## src/rtl/machine_counters_pkg.sv

```systemverilog
// Shared constants for the RV32 machine counters: CSR addresses, counter
// width and reset defaults.
package machine_counters_pkg;

  localparam int unsigned CNT_W = 64;

  localparam logic [11:0] MCYCLE_ADDR    = 12'hB00;
  localparam logic [11:0] MINSTRET_ADDR  = 12'hB02;
  localparam logic [11:0] MCYCLEH_ADDR   = 12'hB80;
  localparam logic [11:0] MINSTRETH_ADDR = 12'hB82;

  localparam logic [11:0] CYCLE_ADDR     = 12'hC00;
  localparam logic [11:0] INSTRET_ADDR   = 12'hC02;
  localparam logic [11:0] CYCLEH_ADDR    = 12'hC80;
  localparam logic [11:0] INSTRETH_ADDR  = 12'hC82;

  localparam logic [11:0] MCOUNTINHIBIT_ADDR = 12'h320;

  localparam logic [CNT_W-1:0] MCYCLE_RESET_DEFAULT   = '0;
  localparam logic [CNT_W-1:0] MINSTRET_RESET_DEFAULT = '0;

endpackage

```

## src/rtl/machine_counters_csr_counter64.sv

```systemverilog
// 64-bit CSR counter: synchronous reset, low/high half writes and increment,
// in that priority order.
module csr_counter64
  import machine_counters_pkg::*;
#(
  parameter logic [CNT_W-1:0] RESET_VAL = '0
) (
  input  logic             clk_in,
  input  logic             rst_in,
  input  logic             wr_lo,
  input  logic             wr_hi,
  input  logic             inc,
  input  logic [31:0]      data_wr,
  output logic [CNT_W-1:0] count
);

  // NOTE: state registers use non-blocking assignments so every flop samples
  // pre-edge values regardless of process ordering.
  always_ff @(posedge clk_in) begin
    if (rst_in) begin
      count <= RESET_VAL;
    end else if (wr_lo) begin
      count[31:0] <= data_wr;
    end else if (wr_hi) begin
      count[CNT_W-1:32] <= data_wr;
    end else if (inc) begin
      count <= count + 1'b1;
    end
  end

endmodule

```

## src/rtl/machine_counters.sv

```systemverilog
// RV32 mcycle/minstret counters with CSR write decode.
// Define MACHINE_COUNTERS_CSR_READ_EN to build the 32-bit CSR read mux.
module machine_counters
  import machine_counters_pkg::*;
#(
  parameter logic [CNT_W-1:0] MCYCLE_RESET   = MCYCLE_RESET_DEFAULT,
  parameter logic [CNT_W-1:0] MINSTRET_RESET = MINSTRET_RESET_DEFAULT
) (
  input  logic             clk_in,
  input  logic             rst_in,
  input  logic             wr_en_in,
  input  logic [11:0]      csr_addr_in,
  input  logic [31:0]      data_wr_in,
  input  logic             mcountinhibit_cy_in,
  input  logic             mcountinhibit_ir_in,
  input  logic             instret_in,
  output logic [CNT_W-1:0] mcycle_out,
  output logic [CNT_W-1:0] minstret_out,
  output logic [31:0]      csr_data_out
);

  logic wr_mcycle, wr_mcycleh, wr_minstret, wr_minstreth;
  logic inc_cycle, inc_instret;

  // Shadow addresses are read-only, so only the machine addresses decode writes.
  assign wr_mcycle    = wr_en_in && (csr_addr_in == MCYCLE_ADDR);
  assign wr_mcycleh   = wr_en_in && (csr_addr_in == MCYCLEH_ADDR);
  assign wr_minstret  = wr_en_in && (csr_addr_in == MINSTRET_ADDR);
  assign wr_minstreth = wr_en_in && (csr_addr_in == MINSTRETH_ADDR);

  assign inc_cycle   = !mcountinhibit_cy_in;
  assign inc_instret = instret_in && !mcountinhibit_ir_in;

  csr_counter64 #(.RESET_VAL(MCYCLE_RESET)) u_mcycle (
    .clk_in  (clk_in),
    .rst_in  (rst_in),
    .wr_lo   (wr_mcycle),
    .wr_hi   (wr_mcycleh),
    .inc     (inc_cycle),
    .data_wr (data_wr_in),
    .count   (mcycle_out)
  );

  csr_counter64 #(.RESET_VAL(MINSTRET_RESET)) u_minstret (
    .clk_in  (clk_in),
    .rst_in  (rst_in),
    .wr_lo   (wr_minstret),
    .wr_hi   (wr_minstreth),
    .inc     (inc_instret),
    .data_wr (data_wr_in),
    .count   (minstret_out)
  );

`ifdef MACHINE_COUNTERS_CSR_READ_EN
  // NOTE: the default assignment ahead of the case keeps this mux latch-free.
  always_comb begin
    csr_data_out = '0;
    case (csr_addr_in)
      MCYCLE_ADDR,    CYCLE_ADDR:    csr_data_out = mcycle_out[31:0];
      MCYCLEH_ADDR,   CYCLEH_ADDR:   csr_data_out = mcycle_out[CNT_W-1:32];
      MINSTRET_ADDR,  INSTRET_ADDR:  csr_data_out = minstret_out[31:0];
      MINSTRETH_ADDR, INSTRETH_ADDR: csr_data_out = minstret_out[CNT_W-1:32];
      default:                       csr_data_out = '0;
    endcase
  end
`else
  assign csr_data_out = '0;
`endif

endmodule

```

## config.mk

```make
export PLATFORM = sky130hd
export DESIGN_NAME = machine_counters
export DESIGN_NICKNAME = d
export VERILOG_FILES = /design/src/rtl/machine_counters_pkg.sv /design/src/rtl/machine_counters_csr_counter64.sv /design/src/rtl/machine_counters.sv
export SDC_FILE = /design/constraint.sdc
export NUM_CORES = 1
export LEC_CHECK = 0
export BUFFER_PORTS_ARGS = -buffer_cell sky130_fd_sc_hd__buf_2
export CORE_MARGIN = 2
export CORE_UTILIZATION = 45
export CTS_BUF_LIST = sky130_fd_sc_hd__clkbuf_8
export DETAILED_ROUTE_END_ITERATION = 12
export PLACE_DENSITY = 0.71
export RECOVER_POWER = 25
export REMOVE_ABC_BUFFERS = 1
export SLEW_MARGIN = 20
export SYNTH_ARGS = -nofsm -noshare
export SYNTH_HDL_FRONTEND = slang
export SYNTH_SLANG_ARGS = --single-unit
```

## constraint.sdc

```tcl
create_clock -name clk_in -period 2.7 [get_ports clk_in]
set_input_delay 0.27 -clock clk_in [delete_from_list [all_inputs] [get_ports clk_in]]
set_output_delay 0.27 -clock clk_in [all_outputs]
set_load 0.05 [all_outputs]
```

==> results of run 1 <==
[registers in the layout, indices dropped and copies added, names as in the netlist]
signal / flops
u_minstret.count: 64
u_mcycle.count: 64
[final cells by class]
type | count | area, um^2
flip-flops and latches | 128 | 2560
clock buffers | 22 | 303
inverters | 15 | 56.3
clock inverters | 6 | 22.5
repair buffers | 233 | 1290
fillers | 1809 | 8150
well taps | 229 | 287
multi-input cells | 861 | 5110
[per-stage QoR]
stage               TNS (ps)  setup WS (ps)  total power, uW  cells  hold WS [ps]
floorplan             -45850          -1460             2130   1004           339
global placement           0           94.5             2340   1466           486
detailed placement         0           89.4             2340   1466           491
CTS                        0            137             3760   1494           107
global route               0           9.01             3870   1494           121
finish                     0            196             3780   1494           117
[per-layer routing]
metal,routed length [um],global-route usage,vias up,share of wire
met3,3630,0.0748,100,0.12
met5,0,0,-,0
met2,13700,0.477,616,0.44
met4,1750,0.182,0,0.056
li1,-,-,4375,-
met1,12100,0.415,4415,0.39
[path summary, 6_finish.rpt]
check	from	end	cells after the start
hold / removal	data_wr_in[27]	u_mcycle.count[27]	3
setup reg to reg	u_mcycle.count[17]	u_mcycle.count[39]	7
setup / recovery	u_mcycle.count[17]	u_mcycle.count[39]	7
hold reg to reg	u_minstret.count[40]	u_minstret.count[40]	2
[worst min-delay path, delay by kind of cell]
family	cells	cell delay, ps
buffers and inverters	1	150
AND/OR/NAND/NOR	1	70
AO/OA/AOI/OAI	1	50
[placed cells by master (no fill, tap or decap), types with 5 or more instances in the layout]
cell,instances
and2_1,11
clkbuf_8,22
nor3_1,35
buf_4,52
or4_1,11
a21oi_1,73
and3_1,21
o21ai_0,40
a31oi_1,31
inv_1,21
and4_1,22
xor2_1,24
buf_2,112
a221oi_1,5
a211oi_1,49
nor4_1,29
a2bb2oi_1,5
nand4_1,47
clkbuf_1,64
conb_1,32
xnor2_1,31
buf_12,5
nand3_1,80
a22oi_1,27
nand2_1,88
nor2_1,102
or3_1,18
o211ai_1,20
dfxtp_1,128
[kinds of logic (layout without fill, tap and decap cells)]
family	count (synthesis)	in the layout	share of synthesized area
flip-flops	128	128	0.316
multiplexers	2	2	0.00247
XOR/XNOR	55	55	0.0595
adder cells (fa/ha/maj)	2	2	0.00309
other	1	32	0.000463
AO/OA/AOI/OAI	268	268	0.212
buffers and inverters	110	276	0.0686
AND/OR/NAND/NOR	502	502	0.337
[report_power, final]
part	total [uW]	switching [uW]	internal, uW
clock network	1470	755	717
logic	405	326	78.2
registers	1900	7.56	1890
total	3780	1090	2690
==> out/qor.yml, run 1 <==
antenna_found_initial: 0
std_cell_rows: 49
grt_max_degree: 57
finClkSkew_ps: 6.52
status: "finished, final reports clean"
ys_seq_area_frac: 0.316
crit_chain: "nand4_2 -> or4_4 -> nor4_4 -> buf_12 -> nand2_1 -> or4_1 -> a31oi_1"
p_leak_uw: 0.00330
hold_buffers: 0
end_kind: "flip-flop"
async_reset_ff_frac: 0
vias: 9506
maxCapViolCount: 0
cts.sinks: 128
path_class: "flip-flop to flip-flop"
chipWidth_um: 138
vdd_ir_drop_max_v: 0.000361
post-route-util: 0.542
yosysMostFrequentCell: "dfxtp_1"
path_max_fanout: 20
crit_path_start_kind: "flip-flop"
max-clock-path-buffers: 2
cp_slowest_stage_delay_ps: 590
yosysWarningCount: 0
dr.pass1.iters: 8
root_buffer: "clkbuf_8"
grt.total_usage: 0.316
dieArea_um2: 19100
nets: 1308
io_pins: 210
setup_viol: 0
drc_errors: 0
required_ps: 3100
core_um2: 17800
wire_per_inst_um: 20.9
totalWireLength_um: 31200
ant_nets: 0
critical_path.slowest_cell: "or4_4"
yosysTopAreaCellShare: 0.316
synth_area_leaders: "dfxtp_1 (32%), nand3_1 (5.0%), nor2_1 (4.7%), a211oi_1 (4.5%), a21oi_1 (4.5%)"
drive_gt1_frac: 0.168
clock.fmax_mhz: 399
grt_pass1_vias: 8604
die_h_um: 138
synth_cells: 1068
ys_types: 59
htree_levels: 4
dp_hpwl_um: 22500
post_cts_resized: 0
rrSetupSlack_ps: 200
finalHoldViolCount: 0
fin_crit_ps: 2500
powerDensity_nw_per_um2: 392
syn_area_per_cell_um2: 7.58
synth_common_cells: "dfxtp_1 (128), nor2_1 (102), nand2_1 (88)"
cp.arrival_ps: 2900
ys.flop_type: "dfxtp_1"
finalMaxSlewViolations: 0
drtIter0Drc: 1128
path_clk_slew_ps: 70
slew_headroom: 0.381
synth_largest_area_cell: "dfxtp_1"
gp_congestion: 0.996
grt_pass1_wl_um: 48000
worstMarginPinSlew_ps: 925
ys_ff_latch: 128
hold_path_class: "input port to flip-flop"
port_buffers: 177
cts_buffers: 17
diodes: 0
grt_overflow: 0
place_area_um2: 9390
synth_area_um2: 8100
viasPerCell: 6.36
period_share: 0.927
area_growth_pct: 19.0
path_buf_inv: 1
final_area_um2: 9630
synth_edf_count: 0
crit_family: "simple AND/OR/NAND/NOR gates"
rsz0062_at_grt: "false"
post-cts-setup-buffers: 0
start_util: 0.455
clk_latency_ps: 470
cts_tree: "built"
(Power assumes the default switching activity.)
==> run 2: changes to the inputs <==
- CORE_UTILIZATION: 45 -> 25
- CTS_BUF_LIST: sky130_fd_sc_hd__clkbuf_8 -> sky130_fd_sc_hd__clkbuf_4 sky130_fd_sc_hd__clkbuf_8
- PLACE_DENSITY: 0.71 -> 0.45
==> run 2 against run 1 <==
Via count down 1.7%. Final area is 4.3% higher. Worst setup slack better by 17 ps. Die area up 77%.
==> out/qor.yml, run 2 (synthesized netlist as in run 1, its figures left out) <==
finalMaxSlewViolations: 0  # unchanged
final_cell_mix: "dfxtp_1 (128), buf_2 (112), nor2_1 (102)"  # unchanged
drtIter0Drc: 832  # was 1,128
grt.total_usage: 0.220  # was 0.316
dr.pass1.iters: 5  # was 8
period_share: 0.921  # was 0.927
cp.arrival_ps: 2860  # was 2900 ps
met1_usage: 0.319  # was 0.415
htree_levels: 4  # unchanged
final_common_cell: "dfxtp_1"  # unchanged
fin_ws_ps: 213  # was 196 ps
grt_overflow: 0  # unchanged
path_max_fanout: 5  # was 20
ant_nets: 0  # unchanged
cts_buffers: 17  # unchanged
start_util: 0.255  # was 0.455
place_ws_ps: 64.9  # was 89.4 ps
finalHoldViolCount: 0  # unchanged
nFillCells: 3539  # was 1,809
crit_chain: "ha_1 -> nand3_2 -> or4_4 -> nor4_4 -> buf_4 -> nand3_1 -> or3_1 -> a31oi_1"  # was nand4_2 -> or4_4 -> nor4_4 -> buf_12 -> nand2_1 -> or4_1 -> a31oi_1
viasPerCell: 5.54  # was 6.36
finClkSkew_ps: 11.1  # was 6.52 ps
powerDensity_nw_per_um2: 408  # was 392 nW/um^2
vdd_ir_drop_max_v: 0.000230  # was 0.000361 V
hold_path_class: "input port to flip-flop"  # unchanged
critical_path.slowest_cell: "or4_4"  # unchanged
gp_congestion: 0.871  # was 0.996
total_power_uw: 4100  # was 3780 uW
drc_errors: 0  # unchanged
wire_per_inst_um: 22.3  # was 20.9 um
worstMarginPinSlew_ps: 892  # was 925 ps
grt_max_degree: 85  # was 57
std_cell_rows: 65  # was 49
required_ps: 3070  # was 3100 ps
hold_buffers: 0  # unchanged
diodes: 0  # unchanged
rsz0062_at_grt: "false"  # unchanged
vias: 9340  # was 9,506
max-clock-path-buffers: 2  # unchanged
p_comb_frac: 0.102  # was 0.107
clock.fmax_mhz: 402  # was 399 MHz
die_h_um: 184  # was 138 um
fin_crit_ps: 2490  # was 2500 ps
core_um2: 31700  # was 17,800 um^2
grt_pass1_vias: 8551  # was 8,604
dieArea_um2: 33800  # was 19,100 um^2
seqCellArea_um2: 2560  # unchanged
rrSetupSlack_ps: 210  # was 200 ps
dp_hpwl_um: 27600  # was 22,500 um
use_met3: 0.0382  # was 0.0748
crit_path_start_kind: "flip-flop"  # unchanged
multi_input_area_um2: 5130  # was 5110 um^2
switching_share: 0.285  # was 0.288
cp_num_cells: 8  # was 7
nets: 1326  # was 1,308
clk_latency_ps: 450  # was 470 ps
p_leak_uw: 0.00341  # was 0.00330 uW
chipWidth_um: 184  # was 138 um
grt_pass1_wl_um: 55600  # was 48,000 um
switchingPower_uw: 1170  # was 1090 uW
top_regs: "u_mcycle.count (64), u_minstret.count (64)"  # unchanged
intPower_uw: 2930  # was 2690 uW
path_buf_inv: 1  # unchanged
maxCapViolCount: 0  # unchanged
root_buffer: "clkbuf_8"  # unchanged
cts.sinks: 128  # unchanged
grt-busiest-layer: "met2"  # unchanged
path_clk_slew_ps: 80  # was 70 ps
io_pins: 210  # unchanged
antenna_found_initial: 0  # unchanged
rr_worst_depth: 8  # was 7
status: "finished, final reports clean"  # unchanged
drive_gt1_frac: 0.186  # was 0.168
whs_path_depth: 3  # unchanged
seqPwrFrac: 0.463  # was 0.503
path_class: "flip-flop to flip-flop"  # unchanged
crit_family: "simple AND/OR/NAND/NOR gates"  # unchanged
port_buffers: 177  # unchanged
area_growth_pct: 24.1  # was 19.0%
end_kind: "flip-flop"  # unchanged
slew_headroom: 0.403  # was 0.381
setup_viol: 0  # unchanged
pwr-share-clk: 0.435  # was 0.390
cts_tree: "built"  # unchanged
gr-usage-met2: 0.334  # was 0.477
cp_slowest_stage_delay_ps: 570  # was 590 ps
totalWireLength_um: 37600  # was 31,200 um
==> run 2: cell count changes in the layout (fill, tap and decap cells not counted), moves of 2 or more <==
| cell | delta |
|---|---|
| inv_1 | -6 |
| bufinv_16 | +2 |
| buf_4 | +20 |
| buf_12 | -2 |
| clkinv_2 | +2 |
==> run 2: power by group through the flow <==
| stage | Sequential (uW) | Combinational, uW | Clock [uW] |
|---|---|---|---|
| after floorplan | 1960 | 166 | 0 |
| after detailed placement | 1940 | 418 | 0 |
| after global routing | 1900 | 439 | 1910 |
| after global placement | 1940 | 419 | 0 |
| final | 1900 | 420 | 1780 |
| after CTS | 1900 | 419 | 1820 |
==> run 2: path summary, 6_finish.rpt <==
check                       start              endpoint
min reg2reg  u_minstret.count[35]  u_minstret.count[35]
min                data_wr_in[26]    u_mcycle.count[26]
max             u_mcycle.count[0]    u_mcycle.count[38]
max reg2reg     u_mcycle.count[0]    u_mcycle.count[38]
==> run 2: per-stage QoR <==
step / area [um^2] / utilization / TNS [ps] / hold slack, ps / std cells
floorplan: 7710 / - / -45850 / 339 / 1004
global placement: 9720 / 0.307 / 0 / 490 / 1657
detailed placement: 9720 / 0.307 / 0 / 487 / 1657
CTS: 10100 / 0.319 / 0 / 123 / 1686
global route: 10100 / 0.317 / 0 / 138 / 1686
finish: 10100 / 0.317 / 0 / 142 / 1686
==> run 2: area by class of cell <==
cell class                 count  area share
inverter                      15     0.00560
tap                          402      0.0500
sequential                   128       0.255
multi-input combinational    861       0.510
timing repair buffer         251       0.139
clock buffer                  24      0.0322
clock inverter                 5     0.00772
==> run 2: timing repair <==
item,in CTS,in global routing
setup buffers,0,0
endpoints found under the setup margin,0,10
gates resized for setup,0,3
endpoints found under the hold margin,0,0
==> run 2: worst reg2reg max path, delay by kind of cell, from the launching register on <==
family | cells | cell delay [ps]
buf+inv | 1 | 180
flops | 1 | 420
fa+ha+maj | 1 | 240
simple gates | 5 | 1420
compound gates | 1 | 150
==> run 2: metal layers <==
metal / routed length [um] / vias to the layer above
met5: 0 / -
met4: 813 / 0
met3: 2400 / 33
met2: 16400 / 353
met1: 17900 / 4544
li1: - / 4410
==> run 3: changes to the inputs <==
- PLACE_DENSITY: 0.45 -> 0.44
- SYNTH_HIERARCHICAL: not set -> 1
==> run 3 against run 2 <==
Hold slack improved by 0.92 ps. Synthesized cell count grew 12%. Critical path depth fell by 2.
==> out/qor.yml, run 3 <==
finalMaxSlewViolations: 0  # unchanged
vias: 10800  # was 9,340
io_pins: 210  # unchanged
slew_headroom: 0.538  # was 0.403
synth_area_leaders: "dfxtp_1 (28%), nand4_1 (4.6%), nand2_1 (4.2%), nand3_1 (4.1%), nor2_1 (3.9%)"  # was dfxtp_1 (32%), nand3_1 (5.0%), nor2_1 (4.7%), a211oi_1 (4.5%), a21oi_1 (4.5%)
die_h_um: 194  # was 184 um
grt.total_usage: 0.229  # was 0.220
place_ws_ps: -68.5  # was 64.9 ps
crit_start: "u_mcycle/count[15]"  # was u_mcycle.count[0]
dieArea_um2: 37600  # was 33,800 um^2
rrSetupSlack_ps: 190  # was 210 ps
viasPerCell: 5.63  # was 5.54
place_area_um2: 11200  # was 9720 um^2
start_util: 0.253  # was 0.255
path_clk_slew_ps: 90  # was 80 ps
cts_tree: "built"  # unchanged
wire_per_inst_um: 23.0  # was 22.3 um
vdd_ir_drop_max_v: 0.000210  # was 0.000230 V
path_max_fanout: 4  # was 5
p_leak_uw: 0.00427  # was 0.00341 uW
nets: 1504  # was 1,326
worstMarginPinSlew_ps: 693  # was 892 ps
top_regs: "u_mcycle/count (64), u_minstret/count (64)"  # was u_mcycle.count (64), u_minstret.count (64)
ys.flop_type: "dfxtp_1"  # unchanged
yosysTopAreaCellShare: 0.284  # was 0.316
nFillCells: 3954  # was 3,539
std_cell_rows: 69  # was 65
grt_overflow: 0  # unchanged
cp_slowest_stage_delay_ps: 630  # was 570 ps
finClkSkew_ps: 20.0  # was 11.1 ps
final_cell_mix: "dfxtp_1 (128), buf_4 (127), buf_2 (112)"  # was dfxtp_1 (128), buf_2 (112), nor2_1 (102)
dp_hpwl_um: 32700  # was 27,600 um
chipWidth_um: 194  # was 184 um
dr.pass1.iters: 5  # unchanged
total_power_uw: 4470  # was 4100 uW
finalHoldViolCount: 0  # unchanged
ys_seq_area_frac: 0.284  # was 0.316
rr_endpoint: "u_mcycle/count[62]"  # was u_mcycle.count[38]
grt_pass1_wl_um: 65800  # was 55,600 um
rr_worst_depth: 6  # was 8
cp_num_cells: 6  # was 8
synth_largest_area_cell: "dfxtp_1"  # unchanged
antenna_found_initial: 0  # unchanged
path_class: "flip-flop to flip-flop"  # unchanged
whs_path_depth: 3  # unchanged
crit_chain: "nand4_1 -> or4_1 -> nor4b_2 -> buf_4 -> mux2_2 -> a21oi_1"  # was ha_1 -> nand3_2 -> or4_4 -> nor4_4 -> buf_4 -> nand3_1 -> or3_1 -> a31oi_1
worstHoldEndpoint: "u_mcycle/count[10]"  # was u_mcycle.count[26]
core_um2: 35600  # was 31,700 um^2
cp.arrival_ps: 2910  # was 2860 ps
async_reset_ff_frac: 0  # unchanged
synth_cells: 1199  # was 1,068
worstHoldStart: "data_wr_in[10]"  # was data_wr_in[26]
end_kind: "flip-flop"  # unchanged
drive_gt1_frac: 0.225  # was 0.186
synth_edf_count: 0  # unchanged
powerDensity_nw_per_um2: 387  # was 408 nW/um^2
ys_types: 64  # was 59
grt_max_degree: 47  # was 85
status: "finished, final reports clean"  # unchanged
synth_common_cells: "dfxtp_1 (128), nand2_1 (102), nor2_1 (94)"  # was dfxtp_1 (128), nor2_1 (102), nand2_1 (88)
critical_path.slowest_cell: "or4_1"  # was or4_4
totalWireLength_um: 44400  # was 37,600 um
yosysMostFrequentCell: "dfxtp_1"  # unchanged
path_buf_inv: 1  # unchanged
post-cts-setup-buffers: 0  # unchanged
final_area_um2: 11600  # was 10,100 um^2
period_share: 0.928  # was 0.921
fin_ws_ps: 194  # was 213 ps
setup_viol: 0  # unchanged
port_buffers: 177  # unchanged
hold_path_class: "input port to flip-flop"  # unchanged
drc_errors: 0  # unchanged
root_buffer: "clkbuf_8"  # unchanged
crit_path_start_kind: "flip-flop"  # unchanged
drtIter0Drc: 1162  # was 832
crit_family: "simple AND/OR/NAND/NOR gates"  # unchanged
gp_congestion: 0.889  # was 0.871
cts_buffers: 17  # unchanged
area_growth_pct: 28.4  # was 24.1%
final_common_cell: "dfxtp_1"  # unchanged
required_ps: 3100  # was 3070 ps
htree_levels: 4  # unchanged
hold_buffers: 0  # unchanged
synth_area_um2: 9010  # was 8100 um^2
reg2reg_from: "u_mcycle/count[15]"  # was u_mcycle.count[0]
ant_nets: 0  # unchanged
maxCapViolCount: 0  # unchanged
cts.sinks: 128  # unchanged
grt_pass1_vias: 10300  # was 8,551
clk_latency_ps: 470  # was 450 ps
syn_area_per_cell_um2: 7.52  # was 7.58 um^2
clock.fmax_mhz: 399  # was 402 MHz
yosysWarningCount: 6  # was 0
max-clock-path-buffers: 2  # unchanged
fin_crit_ps: 2510  # was 2490 ps
rsz0062_at_grt: "false"  # unchanged
ys_ff_latch: 128  # unchanged
run 3: logic make-up (layout without fill, tap and decap cells):
family | Yosys count | count (layout) | synth area share
and+or+nand+nor | 582 | 582 | 0.356
AOI/OAI and AO/OA | 268 | 268 | 0.207
buffers and inverters | 144 | 379 | 0.0752
DFF | 128 | 128 | 0.284
xor gates and xnor gates | 56 | 56 | 0.0544
muxes | 18 | 18 | 0.0203
adders and majority gates | 2 | 2 | 0.00278
other | 1 | 33 | 0.000416
run 3: per-stage QoR:
stage,TNS [ps],util,instances,hold WS (ps)
3_5_place_dp,-68.5,0.316,1894,530
6_report,0,0.325,1927,143
2_1_floorplan,-373940,-,1120,339
5_1_grt,0,0.325,1926,131
4_1_cts,0,0.327,1926,115
3_3_place_gp,0,0.316,1894,510
run 3: worst max-delay path by stage:
stage | end | slack [ps]
global placement | u_mcycle/count[46] | 10
CTS | u_minstret/count[21] | 230
floorplan | u_minstret/count[48] | -3930
finish | u_mcycle/count[62] | 190
detailed placement | u_minstret/count[21] | -70
global route | u_mcycle/count[62] | 110
run 3: cell type report:
cell class / instances / area, um^2 / area share
flip-flops and latches: 128 / 2560 / 0.221
clock inverters: 11 / 128 / 0.0110
clock buffers: 21 / 289 / 0.0250
well taps: 461 / 577 / 0.0498
diodes: 1 / 2.50 / 0.000216
repair buffers: 313 / 1950 / 0.169
multi-input cells: 958 / 5930 / 0.513
inverters: 34 / 128 / 0.0110
run 3: per-layer routing:
layer / up-vias / global-route usage / wire, um / part of all wire
met1: 5309 / 0.323 / 20800 / 0.47
li1: 4996 / - / - / -
met4: 0 / 0.0847 / 1410 / 0.032
met2: 475 / 0.350 / 19400 / 0.44
met5: - / 0 / 0 / 0
met3: 65 / 0.0377 / 2830 / 0.064
run 3: timing repair:
item	4_1_cts	5_1_grt
gates resized for setup	0	1
setup endpoints to repair	0	1
hold endpoints to repair	0	0
run 3: tightest hold or removal path, delay by kind of cell:
kind	cells	cell delay, ps
AO/OA/AOI/OAI	1	50
buffers and inverters	1	160
AND/OR/NAND/NOR	1	80
run 3: power by group:
| group | switching (uW) | total (uW) | leakage [uW] | internal [uW] |
|---|---|---|---|---|
| combinational | 490 | 649 | 0.00303 | 159 |
| sequential | 38.8 | 1950 | 0.00103 | 1910 |
| clock | 946 | 1870 | 0.000205 | 928 |
